`src/rtl/ps2_direction_decoder_if.sv`:
```
// ps2_direction_decoder_if: PS/2 pins in, decoded direction and status pulses out.
interface ps2_direction_decoder_if;
    logic       ps2_clk;
    logic       ps2_data;
    logic [2:0] input_direction;
    logic       key_valid;
    logic       frame_error;

    modport master (
        output ps2_clk, ps2_data,
        input  input_direction, key_valid, frame_error
    );

    modport slave (
        input  ps2_clk, ps2_data,
        output input_direction, key_valid, frame_error
    );
endinterface

```
`src/rtl/ps2_direction_decoder.sv`:
```
// ps2_direction_decoder: receives PS/2 frames and maps arrow/WASD keys to a 3-bit heading.
module ps2_direction_decoder #(
    parameter int FILTER_LEN  = 8,
    parameter int TIMEOUT_CYC = 50000
) (
    input logic               clk,
    input logic               hard_reset,
    ps2_direction_decoder_if.slave bus
);
    localparam int TW = $clog2(TIMEOUT_CYC + 1);

    typedef enum logic [1:0] {IDLE, DATA, PARITY, STOP} state_t;

    state_t        state, state_n;
    logic [1:0]    clk_sync, data_sync;
    logic          filt, flip, fall, bit_in;
    logic [3:0]    fcnt;
    logic [2:0]    bcnt, bcnt_n;
    logic [7:0]    sh, sh_n, rx_byte;
    logic          par, par_n;
    logic [TW-1:0] timer, timer_n;
    logic          done_n, err_n, byte_done;
    logic          ext, brk;
    logic [2:0]    dir, key_id;
    logic          kv, fe;

    assign bus.input_direction = dir;
    assign bus.key_valid       = kv;
    assign bus.frame_error     = fe;

    // Filtered level only moves after FILTER_LEN consecutive disagreeing samples.
    assign flip = (clk_sync[1] != filt) && (fcnt == 4'(FILTER_LEN - 1));

    always_ff @(posedge clk or negedge hard_reset) begin
        if (!hard_reset) begin
            clk_sync  <= 2'b11;
            data_sync <= 2'b11;
            filt      <= 1'b1;
            fcnt      <= '0;
            fall      <= 1'b0;
            bit_in    <= 1'b1;
        end else begin
            clk_sync  <= {clk_sync[0], bus.ps2_clk};
            data_sync <= {data_sync[0], bus.ps2_data};
            fcnt      <= (clk_sync[1] == filt || flip) ? '0 : fcnt + 4'd1;
            filt      <= flip ? clk_sync[1] : filt;
            fall      <= flip && filt;
            bit_in    <= data_sync[1];
        end
    end

    always_comb begin
        state_n = state;
        bcnt_n  = bcnt;
        sh_n    = sh;
        par_n   = par;
        done_n  = 1'b0;
        err_n   = 1'b0;
        timer_n = (state == IDLE || fall) ? '0 : timer + 1'b1;
        if (state != IDLE && !fall && timer == TW'(TIMEOUT_CYC - 1)) begin
            state_n = IDLE;
            err_n   = 1'b1;
        end else if (fall) begin
            case (state)
                IDLE: begin
                    state_n = bit_in ? IDLE : DATA;
                    err_n   = bit_in;
                    bcnt_n  = '0;
                end
                DATA: begin
                    sh_n    = {bit_in, sh[7:1]};
                    bcnt_n  = bcnt + 3'd1;
                    state_n = (bcnt == 3'd7) ? PARITY : DATA;
                end
                PARITY: begin
                    par_n   = bit_in;
                    state_n = STOP;
                end
                default: begin
                    done_n  = bit_in && (^{sh, par});
                    err_n   = !done_n;
                    state_n = IDLE;
                end
            endcase
        end
    end

    always_ff @(posedge clk or negedge hard_reset) begin
        if (!hard_reset) begin
            state     <= IDLE;
            bcnt      <= '0;
            sh        <= '0;
            par       <= 1'b0;
            timer     <= '0;
            byte_done <= 1'b0;
            fe        <= 1'b0;
            rx_byte   <= '0;
        end else begin
            state     <= state_n;
            bcnt      <= bcnt_n;
            sh        <= sh_n;
            par       <= par_n;
            timer     <= timer_n;
            byte_done <= done_n;
            fe        <= err_n;
            rx_byte   <= done_n ? sh : rx_byte;
        end
    end

    // Extended codes only match when preceded by E0; plain 75 is keypad 8.
    always_comb begin
        key_id = ext ? ((rx_byte == 8'h75) ? 3'd0 : (rx_byte == 8'h6B) ? 3'd1 :
                        (rx_byte == 8'h72) ? 3'd2 : (rx_byte == 8'h74) ? 3'd3 : 3'd4)
                     : ((rx_byte == 8'h1D) ? 3'd0 : (rx_byte == 8'h1C) ? 3'd1 :
                        (rx_byte == 8'h1B) ? 3'd2 : (rx_byte == 8'h23) ? 3'd3 : 3'd4);
    end

    // The held key is the current direction itself; 4 means nothing held.
    always_ff @(posedge clk or negedge hard_reset) begin
        if (!hard_reset) begin
            ext <= 1'b0;
            brk <= 1'b0;
            dir <= 3'd4;
            kv  <= 1'b0;
        end else begin
            kv <= 1'b0;
            if (fe) begin
                ext <= 1'b0;
                brk <= 1'b0;
            end else if (byte_done) begin
                if (rx_byte == 8'hE0) begin
                    ext <= 1'b1;
                end else if (rx_byte == 8'hF0) begin
                    brk <= 1'b1;
                end else begin
                    ext <= 1'b0;
                    brk <= 1'b0;
                    if (key_id != 3'd4 && !brk) begin
                        dir <= key_id;
                        kv  <= 1'b1;
                    end else if (key_id != 3'd4 && key_id == dir) begin
                        dir <= 3'd4;
                    end
                end
            end
        end
    end
endmodule

```
`src/flat_wrapper.sv`:
```
// flat-port wrapper written by rule: the top's interface ports become plain ports
module ps2_direction_decoder_flat 
#(
    parameter int FILTER_LEN  = 8,
    parameter int TIMEOUT_CYC = 50000
)
  (clk, hard_reset, bus_ps2_clk, bus_ps2_data, bus_input_direction, bus_key_valid, bus_frame_error);
  ps2_direction_decoder_if bus_i ();
  input logic clk;
  input logic hard_reset;
  input wire logic [$bits(bus_i.ps2_clk)-1:0] bus_ps2_clk;
  input wire logic [$bits(bus_i.ps2_data)-1:0] bus_ps2_data;
  output wire logic [$bits(bus_i.input_direction)-1:0] bus_input_direction;
  output wire logic [$bits(bus_i.key_valid)-1:0] bus_key_valid;
  output wire logic [$bits(bus_i.frame_error)-1:0] bus_frame_error;
  assign bus_i.ps2_clk = bus_ps2_clk;
  assign bus_i.ps2_data = bus_ps2_data;
  assign bus_input_direction = bus_i.input_direction;
  assign bus_key_valid = bus_i.key_valid;
  assign bus_frame_error = bus_i.frame_error;
  ps2_direction_decoder #(.FILTER_LEN(FILTER_LEN), .TIMEOUT_CYC(TIMEOUT_CYC)) u_core (.clk(clk), .hard_reset(hard_reset), .bus(bus_i));
endmodule
```
`config.mk`:
```
export PLATFORM = sky130hd
export DESIGN_NAME = ps2_direction_decoder_flat
export DESIGN_NICKNAME = d
export VERILOG_FILES = /design/src/rtl/ps2_direction_decoder_if.sv /design/src/rtl/ps2_direction_decoder.sv /design/src/flat_wrapper.sv
export SDC_FILE = /design/constraint.sdc
export NUM_CORES = 1
export LEC_CHECK = 0
export CORE_ASPECT_RATIO = 2
export CORE_MARGIN = 5
export CORE_UTILIZATION = 54
export CTS_BUF_LIST = sky130_fd_sc_hd__clkbuf_16
export DETAILED_ROUTE_END_ITERATION = 12
export PLACE_DENSITY = 0.74
export SYNTH_ARGS = -nofsm -noshare
export SYNTH_HDL_FRONTEND = slang
export SYNTH_SLANG_ARGS = --single-unit
```
`constraint.sdc`:
```
create_clock -name clk -period 2 [get_ports clk]
set_input_delay 0.4 -clock clk [delete_from_list [all_inputs] [get_ports clk]]
set_output_delay 0.4 -clock clk [all_outputs]
set_load 0.01 [all_outputs]
```
==> results_dict.tcl <==
set metrics [dict create \
    status "finished, violations left" \
    violations "setup timing" \
    required_ns 2.20 \
    start_util_pct 55.86 \
    min_period_ns 2.144 \
    cpPeakStageDelay_ns 0.44 \
    cp_data_arrival_time_ns 2.35 \
    die-area_mm2 0.006691 \
    slew_headroom_pct 67.47 \
    cp_num_cells 7 \
    cts_tree "yes" \
    yosysWarnings 0 \
    tns_ns -1.116 \
    r2r-end "u_core.rx_byte[4]" \
    r2r_cells 7 \
    min_path_type "input pin to asynchronous set/reset pin" \
    rsz0062_at_grt "yes" \
    worstPathBufferInverterCount 1 \
    antenna-diode-count 0 \
    die_w_um 60.40 \
    cts_root_buf "clkbuf_16" \
    dp_hpwl_um 3914 \
    powerDensity_mw_per_mm2 784.4 \
    p_switching_w 0.0005710 \
    utilization_pct 68.45 \
    worst_hold_slack_ns 0.03863 \
    fin_crit_sh_pct 107.2 \
    final-hold-violation-count 0 \
    grt_usage_pct 19.08 \
    clk_latency_ns 0.32 \
    p_seq_share_pct 46.8 \
    cp-endpoint "u_core.rx_byte[4]" \
    first_iter_violations 75 \
    areaGrowthSynthToFinish_pct 22.54 \
    clk_pin_slew_ns 0.05 \
    fin_area_mm2 0.003361 \
    clock_skew_ns 0.005674 \
    final_cell_mix "47 x dfrtp_1, 22 x nor2_1, 21 x nand2_1" \
    placed_area_mm2 0.003004 \
    p_comb_share_pct 4.3 \
    crit_family "XOR/XNOR gates" \
    slowest_stage "xnor3_1" \
    cap_violations 0 \
    critPathMaxFanout 9 \
    drt_first_pass_iters 4 \
    ant_nets 0 \
    worstSetupPathType "flop to flop" \
    num_vias 1954 \
    synth-async-reset-ratio_pct 100.0 \
    rows 36 \
    grt_max_degree 38 \
    ys.flop_type "dfrtp_1" \
    synthDistinctLibCells 49 \
    synth_cells 250 \
    cts_buffers 9 \
    die_h_um 110.8 \
    synth.avg_cell_area_um2 10.97 \
    worst_pin_slew_ns 0.4880 \
    endpoint_kind "flop" \
    pre_cts_ws_ns -0.08288 \
    startpoint_type "flop" \
    leakage_nw 1.459 \
    nNetsFinal 290 \
    max_freq_ghz 0.4663 \
    final-max-slew-violation-count 0 \
    regToRegSetupSlack_ns -0.14 \
    drc 0 \
    place.gp.congestion 0.8442 \
    drive_gt1_share_pct 22.65 \
    totalWireLength_um 5553 \
    layout_setup_ws_ns -0.1444 \
    cp_cell_sequence "xnor2_1, xnor3_1, xnor2_1, nor3b_2, and2_4, buf_12, mux2_1" \
    synth_edf_count 0 \
    ir_drop_mv 0.7348 \
    core_mm2 0.004910 \
    cts.sinks 57 \
    critPathLaunch "u_core.sh[3]" \
    synth_nets 258 \
    htree_levels 3 \
    io_buffers 8 \
    clock_power_share_pct 48.9 \
    vias_per_cell 5.680 \
    synth_seq_cells 57 \
    gr-total-overflow 0 \
    wl_per_cell_um 16.14 \
    grt_first_pass_wirelength_um 9522 \
    crit_path_frequent_cell "xnor2_1" \
    antenna_found_initial 0 \
    clockBufferDepth 2 \
    syn_area_mm2 0.002743 \
    mostFrequentLayoutCell "dfrtp_1" \
    r2r-start "u_core.sh[3]" \
    setup_violations 9 \
    swShare_pct 21.66 \
    top_level_ports 9 \
    grt_pass1_vias 2056 \
    cell_internal_pwr_w 0.002065 \
    yosysSeqAreaShare_pct 52.33 \
]
## power groups by stage
stage / Combinational, W / Clock, W / Sequential, W
after floorplan: 0.0000715 / 0 / 0.00124
after global placement: 0.000112 / 0 / 0.00125
after detailed placement: 0.000115 / 0 / 0.00125
after CTS: 0.000117 / 0.00132 / 0.00123
after global routing: 0.000134 / 0.00137 / 0.00124
final: 0.000112 / 0.00129 / 0.00123
## routing by layer
layer | global-route usage (%) | part of all wire, % | up-vias
met5 | 0 | 0 | -
met4 | 8.728 | 2.8 | 0
met3 | 5.361 | 2.3 | 14
met2 | 33.67 | 59 | 25
met1 | 19.63 | 36 | 967
li1 | - | - | 948
## how the worst min path moves through the flow
stage                           to  slack (ns)  cells after the start
5_1_grt               u_core.sh[1]        0.09                      1
6_report              u_core.sh[3]        0.04                      1
4_1_cts          u_core.rx_byte[1]        0.05                      1
3_3_place_gp         u_core.bit_in        0.35                      0
3_5_place_dp   u_core.data_sync[1]        0.35                      0
2_1_floorplan       u_core.bcnt[0]        0.10                      0
## flip-flops by register name, summed over array words and instances, names as in the netlist, 3 cells and up
register and count:
u_core.timer 16, u_core.rx_byte 8, u_core.sh 8, u_core.fcnt 4, u_core.bcnt 3, u_core.bus.input_direction 3
## cell families after synthesis
family | after synthesis | share of synthesized area (%)
AOI/OAI and AO/OA | 35 | 8.896
DFF | 57 | 52.33
xor gates and xnor gates | 23 | 7.846
adders and majority gates | 4 | 1.825
and+or+nand+nor | 99 | 19.66
buffers and inverters | 14 | 2.053
muxes | 18 | 7.391
## cells in the mapped netlist, types with 3 or more instances
master    instances  share of area, %
nor2b_1           4              0.91
nand2_1          21               2.9
nand3b_1          7               1.9
xnor2_1          12               3.8
ha_1              4               1.8
dfstp_2           7               6.7
nor3_1            4              0.73
nor3b_1           3              0.82
nor4_1            4              0.91
o21ai_0          11               2.0
a21oi_1           6               1.1
dfrtp_1          50                46
nand2b_1          6               1.4
nor2_1           22               3.0
mux2_1            8               3.3
nand3_1           8               1.5
xor2_1           10               3.2
mux2_2           10               4.1
inv_1             7              0.96
clkbuf_1          6              0.82
or3_1             5               1.1
## layout make-up
| class | count | area, µm² |
|---|---|---|
| clock inverters | 7 | 31.28 |
| well taps | 57 | 71.32 |
| fillers | 369 | 1549 |
| inverters | 7 | 26.28 |
| flip-flops and latches | 57 | 1439 |
| repair buffers | 28 | 251.5 |
| clock buffers | 9 | 225.2 |
| multi-input cells | 179 | 1316 |
## repair_timing
action	4_1_cts	5_1_grt
endpoints found under the hold margin	0	0
endpoints found under the setup margin	9	11
pin swaps	2	5
buffers inserted	1	3
gates resized for setup	5	10
hold buffers	0	0
## metrics by stage
stage,std cells,power (W)
2_1_floorplan,250,0.001315
3_3_place_gp,324,0.001361
3_5_place_dp,324,0.001368
4_1_cts,341,0.002672
5_1_grt,344,0.002744
6_report,344,0.002636
(Power assumes the default switching activity.)
